<file path="src/rtl/check_sequencer_pkg.sv">
// rtl/check_sequencer_pkg.sv - shared state encoding and index width for the check sequencer
package check_sequencer_pkg;

  // Index width shared with Save_State_Unit
  localparam int CHECK_IDX_W = 5;

  typedef enum logic [2:0] {
    ST_IDLE    = 3'd0,
    ST_REQ     = 3'd1,
    ST_SAVE    = 3'd2,
    ST_PAUSED  = 3'd3,
    ST_RESTORE = 3'd4,
    ST_DONE    = 3'd5,
    ST_FAIL    = 3'd6
  } state_t;

endpackage

</file>
<file path="src/rtl/check_sequencer.sv">
// rtl/check_sequencer.sv - ordered check request sequencer with pause/save/restore
module check_sequencer
  import check_sequencer_pkg::*;
#(
  parameter int NUM_CHECKS = 20
) (
  input  logic                   CLK,
  input  logic                   RST,
  input  logic                   Start,
  input  logic                   Abort,
  input  logic                   Pause_Req,
  input  logic                   Resume,
  input  logic                   Chk_Ack,
  input  logic                   Chk_Pass,
  input  logic [CHECK_IDX_W-1:0] Saved_State,
  output logic                   Chk_Req,
  output logic [CHECK_IDX_W-1:0] Chk_Index,
  output logic                   Save_Enable,
  output logic [CHECK_IDX_W-1:0] Prev_Check_State,
  output logic                   Busy,
  output logic                   Paused,
  output logic                   Done,
  output logic                   Fail,
  output logic [CHECK_IDX_W-1:0] Fail_Index
);

  // One extra bit so NUM_CHECKS=32 is representable in the restore range check
  localparam logic [CHECK_IDX_W:0]   LP_NUM  = (CHECK_IDX_W+1)'(NUM_CHECKS);
  localparam logic [CHECK_IDX_W-1:0] LP_LAST = CHECK_IDX_W'(NUM_CHECKS - 1);

  state_t                 r_state;
  state_t                 w_next_state;
  logic [CHECK_IDX_W-1:0] r_index;
  logic [CHECK_IDX_W-1:0] w_next_index;
  logic [CHECK_IDX_W-1:0] r_fail_index;
  logic [CHECK_IDX_W-1:0] w_next_fail_index;
  logic                   w_restore_ok;

  assign w_restore_ok = ({1'b0, Saved_State} < LP_NUM);

  // State, index and failing-index registers
  always_ff @(posedge CLK) begin
    if (RST) begin
      r_state      <= ST_IDLE;
      r_index      <= '0;
      r_fail_index <= '0;
    end else begin
      r_state      <= w_next_state;
      r_index      <= w_next_index;
      r_fail_index <= w_next_fail_index;
    end
  end

  // Next-state logic; Abort overrides everything, an ack outranks a pause
  always_comb begin
    w_next_state      = r_state;
    w_next_index      = r_index;
    w_next_fail_index = r_fail_index;
    if (Abort) begin
      w_next_state = ST_IDLE;
      w_next_index = '0;
    end else begin
      case (r_state)
        ST_IDLE: begin
          if (Start) begin
            w_next_state = ST_REQ;
            w_next_index = '0;
          end
        end
        ST_REQ: begin
          if (Chk_Ack) begin
            if (!Chk_Pass) begin
              w_next_fail_index = r_index;
              w_next_state      = ST_FAIL;
            end else if (r_index == LP_LAST) begin
              // Last check tested before incrementing, so the index never wraps
              w_next_state = ST_DONE;
            end else begin
              w_next_index = r_index + CHECK_IDX_W'(1);
            end
          end else if (Pause_Req) begin
            w_next_state = ST_SAVE;
          end
        end
        ST_SAVE: begin
          w_next_state = ST_PAUSED;
        end
        ST_PAUSED: begin
          if (Resume) begin
            w_next_state = ST_RESTORE;
          end
        end
        ST_RESTORE: begin
          if (w_restore_ok) begin
            w_next_index = Saved_State;
            w_next_state = ST_REQ;
          end else begin
            w_next_fail_index = Saved_State;
            w_next_state      = ST_FAIL;
          end
        end
        ST_DONE, ST_FAIL: begin
          if (Start) begin
            w_next_state      = ST_REQ;
            w_next_index      = '0;
            w_next_fail_index = '0;
          end
        end
        default: begin
          w_next_state = ST_IDLE;
          w_next_index = '0;
        end
      endcase
    end
  end

  // Outputs decoded from the state register or driven straight from registers
  assign Chk_Req          = (r_state == ST_REQ);
  assign Chk_Index        = r_index;
  assign Save_Enable      = (r_state == ST_SAVE);
  assign Prev_Check_State = r_index;
  assign Busy             = (r_state != ST_IDLE) && (r_state != ST_DONE) && (r_state != ST_FAIL);
  assign Paused           = (r_state == ST_PAUSED);
  assign Done             = (r_state == ST_DONE);
  assign Fail             = (r_state == ST_FAIL);
  assign Fail_Index       = r_fail_index;

endmodule
</file>
<file path="config.mk">
export PLATFORM = sky130hd
export DESIGN_NAME = check_sequencer
export DESIGN_NICKNAME = d
export VERILOG_FILES = /design/src/rtl/check_sequencer_pkg.sv /design/src/rtl/check_sequencer.sv
export SDC_FILE = /design/constraint.sdc
export NUM_CORES = 1
export LEC_CHECK = 0
export CAP_MARGIN = 20
export CORE_ASPECT_RATIO = 0.7
export CORE_UTILIZATION = 47
export CTS_BUF_LIST = sky130_fd_sc_hd__clkbuf_16
export DETAILED_ROUTE_END_ITERATION = 10
export PLACE_DENSITY = 0.83
export SLEW_MARGIN = 15
export SYNTH_ARGS = -nofsm -noshare
export SYNTH_HDL_FRONTEND = slang
export SYNTH_SLANG_ARGS = --single-unit
</file>
<file path="constraint.sdc">
create_clock -name CLK -period 3.4 [get_ports CLK]
set_input_delay 0.68 -clock CLK [delete_from_list [all_inputs] [get_ports CLK]]
set_output_delay 0.68 -clock CLK [all_outputs]
set_load 0.01 [all_outputs]
</file>
==> parameters.txt <==
Parameter                              Value

Clock tree
  Clock Tree Buf Depth ... 2
  Buffers inserted by post-CTS timing repair ... 0
  Htree depth ... 1
  Number of resized instances in the post-cts repair step ... 0
  Clk root buf ... sky130_fd_sc_hd__clkbuf_16
  Clock net sink count ... 13
  Clock tree from TritonCTS ... yes
  Cts bufs inserted ... 3
  Clock-pin slew on the worst setup and hold paths ... 0.04 ns
  Clock Latency Late Sink ... 0.24 ns
  Cts-stage hold buffer count ... 0

Detailed routing
  Vias ... 1052
  Drt pass-1 iters ... 4
  Number of routed nets with antenna violations ... 0
  Total DRC errors in the routed layout ... 0
  Sum of routed wire length over all layers ... 2.90 mm
  First-iteration detailed-routing DRC count ... 33
  Number of vias per cell after detailed routing ... 6.34
  Avg WL per Cell ... 17.5 um

Worst setup path
  Register-to-Register Setup Slack ... 1.10 ns
  Number of cells traversed by the worst register-to-register path ... 5
  Worst-path fanout max ... 12
  Worst setup SP type ... flip-flop
  Destination of the worst register-to-register timing path ... Fail_Index[3]$_SDFFE_PP0P_
  Data arrival time at the worst-slack endpoint ... 2.22 ns
  Crit Path Class ... flip-flop to output port
  Critical path buffer and inverter count ... 2
  Family of cells with the greatest summed delay on the critical path ... buffers and inverters
  Reg2Reg Launch Point ... r_state[2]$_SDFFE_PP0P_
  CP startpoint ... r_state[0]$_SDFFE_PP0P_
  Crit end category ... output port
  Worst Path Required ... 2.72 ns
  Stages on the worst setup path ... 3
  CP cell instances ... or3b_1, inv_2, clkdlybuf4s50_1
  CP peak stage delay ... 0.66 ns
  Standard cell with the maximum stage delay on the critical path ... sky130_fd_sc_hd__dfxtp_1
  Critical Path End ... Chk_Req

Logic synthesis
  Synth warn ... 0
  Netlist cell types ... 42
  Most common flop cell mapped by yosys ... sky130_fd_sc_hd__dfxtp_1
  Synthesized net count ... 134
  Netlist Area Pre-Place ... 962 um^2
  Area fraction of the dominant cell type after synthesis ... 27.0%
  Yosys top cell by area ... sky130_fd_sc_hd__dfxtp_1
  Async set-or-reset flop fraction in the synthesized netlist ... 0%
  Number of instances in the synthesized netlist ... 120
  Synth area leaders ... sky130_fd_sc_hd__dfxtp_1 (27%), sky130_fd_sc_hd__nor2_1 (6.6%), sky130_fd_sc_hd__buf_4 (6.2%), sky130_fd_sc_hd__a22oi_1 (5.5%), sky130_fd_sc_hd__o41ai_1 (4.6%)
  Post-synthesis area per instance ... 8.02 um^2
  Flops & latches, synth ... 13
  EDFF count, synth ... 0
  Register area share after synthesis ... 27.0%

Power
  Post-route total power ... 481 uW
  Reg power frac ... 34.6%
  Maximum resistive drop on vdd ... 0.380 mV
  Internal power of the cells ... 356 uW
  Proportion of power drawn by the clock network ... 46.2%
  Combinational share of power ... 19.3%
  Switching Power ... 125 uW
  Static leakage ... 0.000449 uW
  Switching share of total power ... 26.0%
  Power per unit of standard cell area ... 367 mW/mm^2

Floorplan
  Placeable core area ... 0.00189 mm^2
  Number of rows created at floorplan ... 13
  Overall die width ... 56.1 um
  Boundary pin count ... 34
  Full die area ... 0.00224 mm^2
  DIE HEIGHT ... 39.9 um
  Effective utilization at floorplan ... 51.0%

Final layout
  Register cell area after layout ... 260 um^2
  Layout cell share with drive strength beyond 1 ... 11.1%
  Most common cell after layout, fill and taps aside ... sky130_fd_sc_hd__clkdlybuf4s50_1
  Filler Cell Count ... 149
  Syn-to-layout area delta ... 36.2%
  Antenna diodes ... 0
  Leading cell types in the layout, fill and taps excluded ... sky130_fd_sc_hd__clkdlybuf4s50_1 (33), sky130_fd_sc_hd__nor2_1 (17), sky130_fd_sc_hd__dfxtp_1 (13)
  Net count reported at finish ... 159
  Combined area of the multi-input logic cells ... 598 um^2
  Final std cell area, no fill ... 0.00131 mm^2

Placement
  Cell area after placement ... 0.00123 mm^2
  Number of buffers added on ports ... 33
  DP Wirelength ... 2.06 mm
  Gpl congestion ... 0.896

Global routing
  Pin count of the biggest net entering global routing ... 13
  Global-route congestion overflow total ... 0
  First-pass GRT wire length ... 4.64 mm
  All-layer global routing usage ... 28.5%
  Number of global-route vias before repair ... 989
  Number of antenna violations at the first check in global routing ... 0

Timing
  Final number of max-transition violations ... 0
  Number of setup violations in the final report ... 0
  RSZ-0062 raised after global routing ... no
  Worst hold margin ... 0.587 ns
  Hold violation total from the final report ... 0
  Setup TNS after final layout ... 0 ns
  Achievable Freq ... 345 MHz
  Relative slew slack ... 53.6%
  Slew at the pin closest to its max-slew limit ... 0.689 ns
  Worst Skew ... 0.00210 ns
  Final Cycle Share ... 85.3%
  Post-layout minimum cycle time ... 2.90 ns

Run status
  Status ... completed

Run
  Maxcap violations ... 0

Min path
  Worst min-delay path startpoint ... Chk_Index[1]$_SDFFE_PP0P_
  Class of the tightest hold or removal check ... flip-flop to flip-flop
[registers in the layout, summed over array words and instances, names as in the netlist]
signal and flops:
Chk_Index 5, r_state 3, Fail_Index 5
[tightest hold or removal path: stages, from the launching register on]
cell	delay, ns
sky130_fd_sc_hd__dfxtp_1	0.35
sky130_fd_sc_hd__nor2_1	0.12
sky130_fd_sc_hd__a211oi_1	0.06
[stage by stage]
| stage | std cells | util (%) | setup slack, ns |
|---|---|---|---|
| 6_report | 166 | 69.4 | 0.500 |
| 5_1_grt | 166 | 69.4 | 0.437 |
| 4_1_cts | 166 | 69.4 | 0.529 |
| 3_5_place_dp | 162 | 65.3 | 0.779 |
| 3_3_place_gp | 162 | 65.3 | 0.794 |
| 2_1_floorplan | 120 | - | 1.55 |
[cell usage after synthesis, types with 2 or more instances]
| cell | number |
|---|---|
| sky130_fd_sc_hd__a211oi_1 | 5 |
| sky130_fd_sc_hd__o21ai_0 | 7 |
| sky130_fd_sc_hd__xnor2_1 | 2 |
| sky130_fd_sc_hd__nor3_1 | 7 |
| sky130_fd_sc_hd__inv_2 | 3 |
| sky130_fd_sc_hd__nor2_1 | 17 |
| sky130_fd_sc_hd__nand3_1 | 2 |
| sky130_fd_sc_hd__buf_4 | 8 |
| sky130_fd_sc_hd__o41ai_1 | 5 |
| sky130_fd_sc_hd__a22oi_1 | 7 |
| sky130_fd_sc_hd__a21oi_1 | 6 |
| sky130_fd_sc_hd__nand2_1 | 2 |
| sky130_fd_sc_hd__dfxtp_1 | 13 |
| sky130_fd_sc_hd__a32o_1 | 2 |
| sky130_fd_sc_hd__or2_2 | 2 |
| sky130_fd_sc_hd__nor2b_1 | 5 |
| sky130_fd_sc_hd__buf_2 | 2 |
[kinds of logic after synthesis]
| kind of cell | after synthesis | share of synthesized area, % |
|---|---|---|
| simple gates | 42 | 22.8 |
| flops | 13 | 27.0 |
| compound gates | 42 | 33.2 |
| fa+ha+maj | 3 | 3.51 |
| xor+xnor | 3 | 2.73 |
| buf+inv | 17 | 10.8 |
[per-layer routing]
metal,GRT usage [%],up-vias,part of all wire (%)
met5,0,-,0
met4,9.76,0,1.6
met3,7.59,6,8.1
met2,42.9,62,44
met1,39.4,491,46
li1,-,493,-
[layout make-up]
class / instances / share of cell area, %
Clock buffer: 3 / 5.73
Clock inverter: 1 / 0.287
Inverter: 4 / 1.15
Multi-Input combinational cell: 90 / 45.7
Sequential cell: 13 / 19.9
Tap cell: 22 / 2.10
Timing Repair Buffer: 33 / 25.2
[power groups by stage]
stage | registers, uW | logic [uW] | clock network (uW)
after detailed placement | 169 | 89.9 | 0
after global routing | 167 | 99.3 | 235
after floorplan | 164 | 58.5 | 0
final | 166 | 92.6 | 222
after global placement | 168 | 87.1 | 0
after CTS | 166 | 91.0 | 223
[worst min-delay path by stage]
stage	to	cells past startpoint
3_3_place_gp	Chk_Index[1]$_SDFFE_PP0P_	2
5_1_grt	Chk_Index[1]$_SDFFE_PP0P_	2
6_report	Chk_Index[1]$_SDFFE_PP0P_	2
4_1_cts	Chk_Index[1]$_SDFFE_PP0P_	2
3_5_place_dp	Chk_Index[1]$_SDFFE_PP0P_	2
2_1_floorplan	Chk_Index[1]$_SDFFE_PP0P_	2
Note: power is estimated with default switching activity, not from simulation.
==> patch 1: new RTL, same flow settings <==
The package constant `CHECK_IDX_W` goes from 5 to 6.
--- a/src/rtl/check_sequencer_pkg.sv
+++ b/src/rtl/check_sequencer_pkg.sv
@@ -2,7 +2,7 @@
 package check_sequencer_pkg;
 
   // Index width shared with Save_State_Unit
-  localparam int CHECK_IDX_W = 5;
+  localparam int CHECK_IDX_W = 6;
 
   typedef enum logic [2:0] {
     ST_IDLE    = 3'd0,
Interface: changed (resized Chk_Index, Fail_Index, Prev_Check_State and Saved_State); port bits go from 34 to 38. The function was not compared with the original's and may differ.
==> patch 1 against the unedited design <==
Clock skew fell by 0.0011 ns. Synthesized area grew 17%. Maximum frequency rose by 1.5%. Utilization shrank 1.2 points. Critical path depth is the same. Critical endpoint unchanged. Sequential cell count up 2. Routed wire length is 1.8% lower. Combinational power decreased by 1%. Power is 4.2% higher. Design area is 15% higher. Worst setup slack better by 0.042 ns. Register-to-register slack improved by 0.06 ns. Synthesized cell count rose by 13%. Worst hold slack lost 0.073 ns.
==> patch 1: results <==
set metrics [dict create \
    ys_top_cells_by_area "dfxtp_1 27%, a21oi_1 5.8%, buf_4 5.3%" \
    synthMuxAreaShare 0.008869 \
    cp-startpoint "r_state[0]" \
    port_buffers 37 \
    routed_wl_um 2847 \
    grt_pass1_wl_um 4623 \
    final_cells 193 \
    slew_headroom 0.5517 \
    seq_area_frac_synth 0.2661 \
    crit_fanout 14 \
    post-place-ws_ns 0.6612 \
    grt_max_degree 15 \
    gp_congestion 0.8786 \
    grt_pass1_vias 1002 \
    ir_worst_vdd_mv 0.2501 \
    fill_cells 188 \
    status "finished, final reports clean" \
    reg2reg_slack_ns 1.16 \
    syn_area_per_cell_um2 8.360 \
    yosys.area_share.adder 0.01109 \
    leakage_nw 0.4903 \
    synth_compound_area_frac 0.3592 \
    critical_path_arrival_ns 2.18 \
    min_period_over_period 0.8406 \
    clock_skew_ns 0.001038 \
    dp_hpwl_um 2115 \
    syn_nets 150 \
    ys_top_cells_by_count "15 x dfxtp_1, 13 x a21oi_1, 13 x nor2_1" \
    antenna_found_initial 0 \
    avgViaCountPerCell 5.788 \
    r2r_end "Chk_Index[3]" \
    slowest_delay_ns 0.64 \
    holdCritStartpoint "Fail_Index[2]" \
    hold_viol_final 0 \
    min_to "Fail_Index[2]" \
    synth-xor-area-share 0.007761 \
    dr.first_iter.drc_count 45 \
    grt_usage 0.2390 \
    place_area_mm2 0.001428 \
]
## patch 1: cell count changes after synthesis, sizes merged, moves of 5 or more
cell   before  now
a21oi       7   13
o41ai       5    0
nand2       2    7
nor2       18   13
## patch 1: metal layers
metal,up-vias,global-route usage,part of all wire
met1,532,0.3475,0.49
met3,2,0.06707,0.042
met5,-,0,0
met2,25,0.3538,0.46
met4,0,0.03636,0.0032
li1,558,-,-
## patch 1: layout make-up
class	instances	area, um2	area share
Timing Repair Buffer	37	370.4	0.2458
Clock buffer	3	75.07	0.04983
Multi-Input combinational cell	101	696.9	0.4626
Clock inverter	1	3.754	0.002492
Tap cell	32	40.04	0.02658
Inverter	4	20.02	0.01329
Sequential cell	15	300.3	0.1993
## patch 1: power breakdown
group	switching (W)	internal (W)	total [W]	leakage [nW]
Sequential	0.00000825	0.000180	0.000189	0.121
Combinational	0.0000458	0.0000455	0.0000913	0.327
Clock	0.0000660	0.000155	0.000221	0.0423
==> patch 2: new RTL, same flow settings <==
Made on the original files. Re-encode `state_t` (7 states) as one-hot, 7 bits wide.
--- a/src/rtl/check_sequencer_pkg.sv
+++ b/src/rtl/check_sequencer_pkg.sv
@@ -4,14 +4,14 @@
   // Index width shared with Save_State_Unit
   localparam int CHECK_IDX_W = 5;
 
-  typedef enum logic [2:0] {
-    ST_IDLE    = 3'd0,
-    ST_REQ     = 3'd1,
-    ST_SAVE    = 3'd2,
-    ST_PAUSED  = 3'd3,
-    ST_RESTORE = 3'd4,
-    ST_DONE    = 3'd5,
-    ST_FAIL    = 3'd6
+  typedef enum logic [6:0] {
+    ST_IDLE    = 7'b0000001,
+    ST_REQ     = 7'b0000010,
+    ST_SAVE    = 7'b0000100,
+    ST_PAUSED  = 7'b0001000,
+    ST_RESTORE = 7'b0010000,
+    ST_DONE    = 7'b0100000,
+    ST_FAIL    = 7'b1000000
   } state_t;
 
 endpackage
Behaviour: same outputs for any inputs over 10 cycles, from zero or initial values and one cycle with RST high; not proved beyond that.
==> patch 2 against the unedited design <==
Power grew 8.3%. Sequential cell count grew 4. Synthesized area grew 33%. Worst hold slack lost 0.090 ns. Clock power grew 8%. Design area grew 25%. Worst setup slack gained 0.077 ns. Routed wire length grew 15%. Critical path type unchanged. Critical endpoint unchanged.
==> patch 2: results <==
set metrics [dict create \
    status "finished, final reports clean" \
    met2_usage 0.3768 \
    route.met2.wl_um 1494 \
    slew_headroom 0.5534 \
    dp_hpwl_um 2444 \
    dr.first_iter.drc_count 132 \
    grt_max_degree 19 \
    seq-power_w 0.000210 \
    dr_wl_met3_um 313 \
    place_area_mm2 0.001553 \
    p_sw_frac 0.2436 \
    clkPwrFrac 0.461 \
    grtUsageMet3 0.06750 \
    crit_fanout 11 \
    gp_congestion 0.8699 \
    avgViaCountPerCell 6.159 \
    power_clock_w 0.000240 \
    fill_cells 201 \
    routed_wl_um 3326 \
    synth-xor-area-share 0.01370 \
    reg2reg_slack_ns 1.28 \
    min_to "Fail_Index[1]" \
    yosysWarnings 0 \
    met1Wirelength_um 1476 \
    grt.met1_usage 0.3555 \
    nets 188 \
    grt_pass1_vias 1125 \
    seq_area_frac_synth 0.2661 \
    syn_nets 164 \
    synth_compound_area_frac 0.2730 \
    port_buffers 33 \
    timing.rr.start "r_state[1]" \
    slowest_delay_ns 0.57 \
    critical_path_arrival_ns 2.14 \
    grt_usage 0.2499 \
    yosys.area_share.adder 0.009785 \
    holdCritStartpoint "Fail_Index[1]" \
    ys_top_cells_by_count "17 x dfxtp_1, 13 x nor2_1, 9 x nor3_1" \
    cp-startpoint "r_state[5]" \
    clock_skew_ns 0.0007248 \
    synthMuxAreaShare 0 \
    drive_gt1_frac 0.1445 \
    ir_worst_vdd_mv 0.2281 \
    ys_types 54 \
    r2r_end "Fail_Index[4]" \
    leakage_nw 0.5362 \
]
-- patch 2: cell types whose count changed after synthesis, moves of 4 or more --
cell and change:
nand2_1 +5, o41ai_1 -5, nand2b_1 +6, a22oi_1 -7, nor2_1 -4, nor4_1 +5, a221oi_1 +4, nor2b_1 -5
dfxtp_1 +4
-- patch 2: metrics by stage --
| stage | worst slack (ns) | hold WS, ns | cells | util |
|---|---|---|---|---|
| finish | 0.5767 | 0.4965 | 207 | 0.6493 |
| global route | 0.4748 | 0.5200 | 207 | 0.6493 |
| CTS | 0.6061 | 0.4964 | 207 | 0.6493 |
| detailed placement | 0.8916 | 0.4850 | 203 | 0.6174 |
| global placement | 0.9367 | 0.4792 | 203 | 0.6174 |
| floorplan | 1.423 | 0.5104 | 150 | - |
-- patch 2: cell type report --
class	instances	share of cell area
Sequential cell	17	0.2084
Clock inverter	1	0.003065
Tap cell	34	0.02605
Clock buffer	3	0.04598
Multi-Input combinational cell	116	0.5073
Inverter	3	0.006897
Timing Repair Buffer	33	0.2023
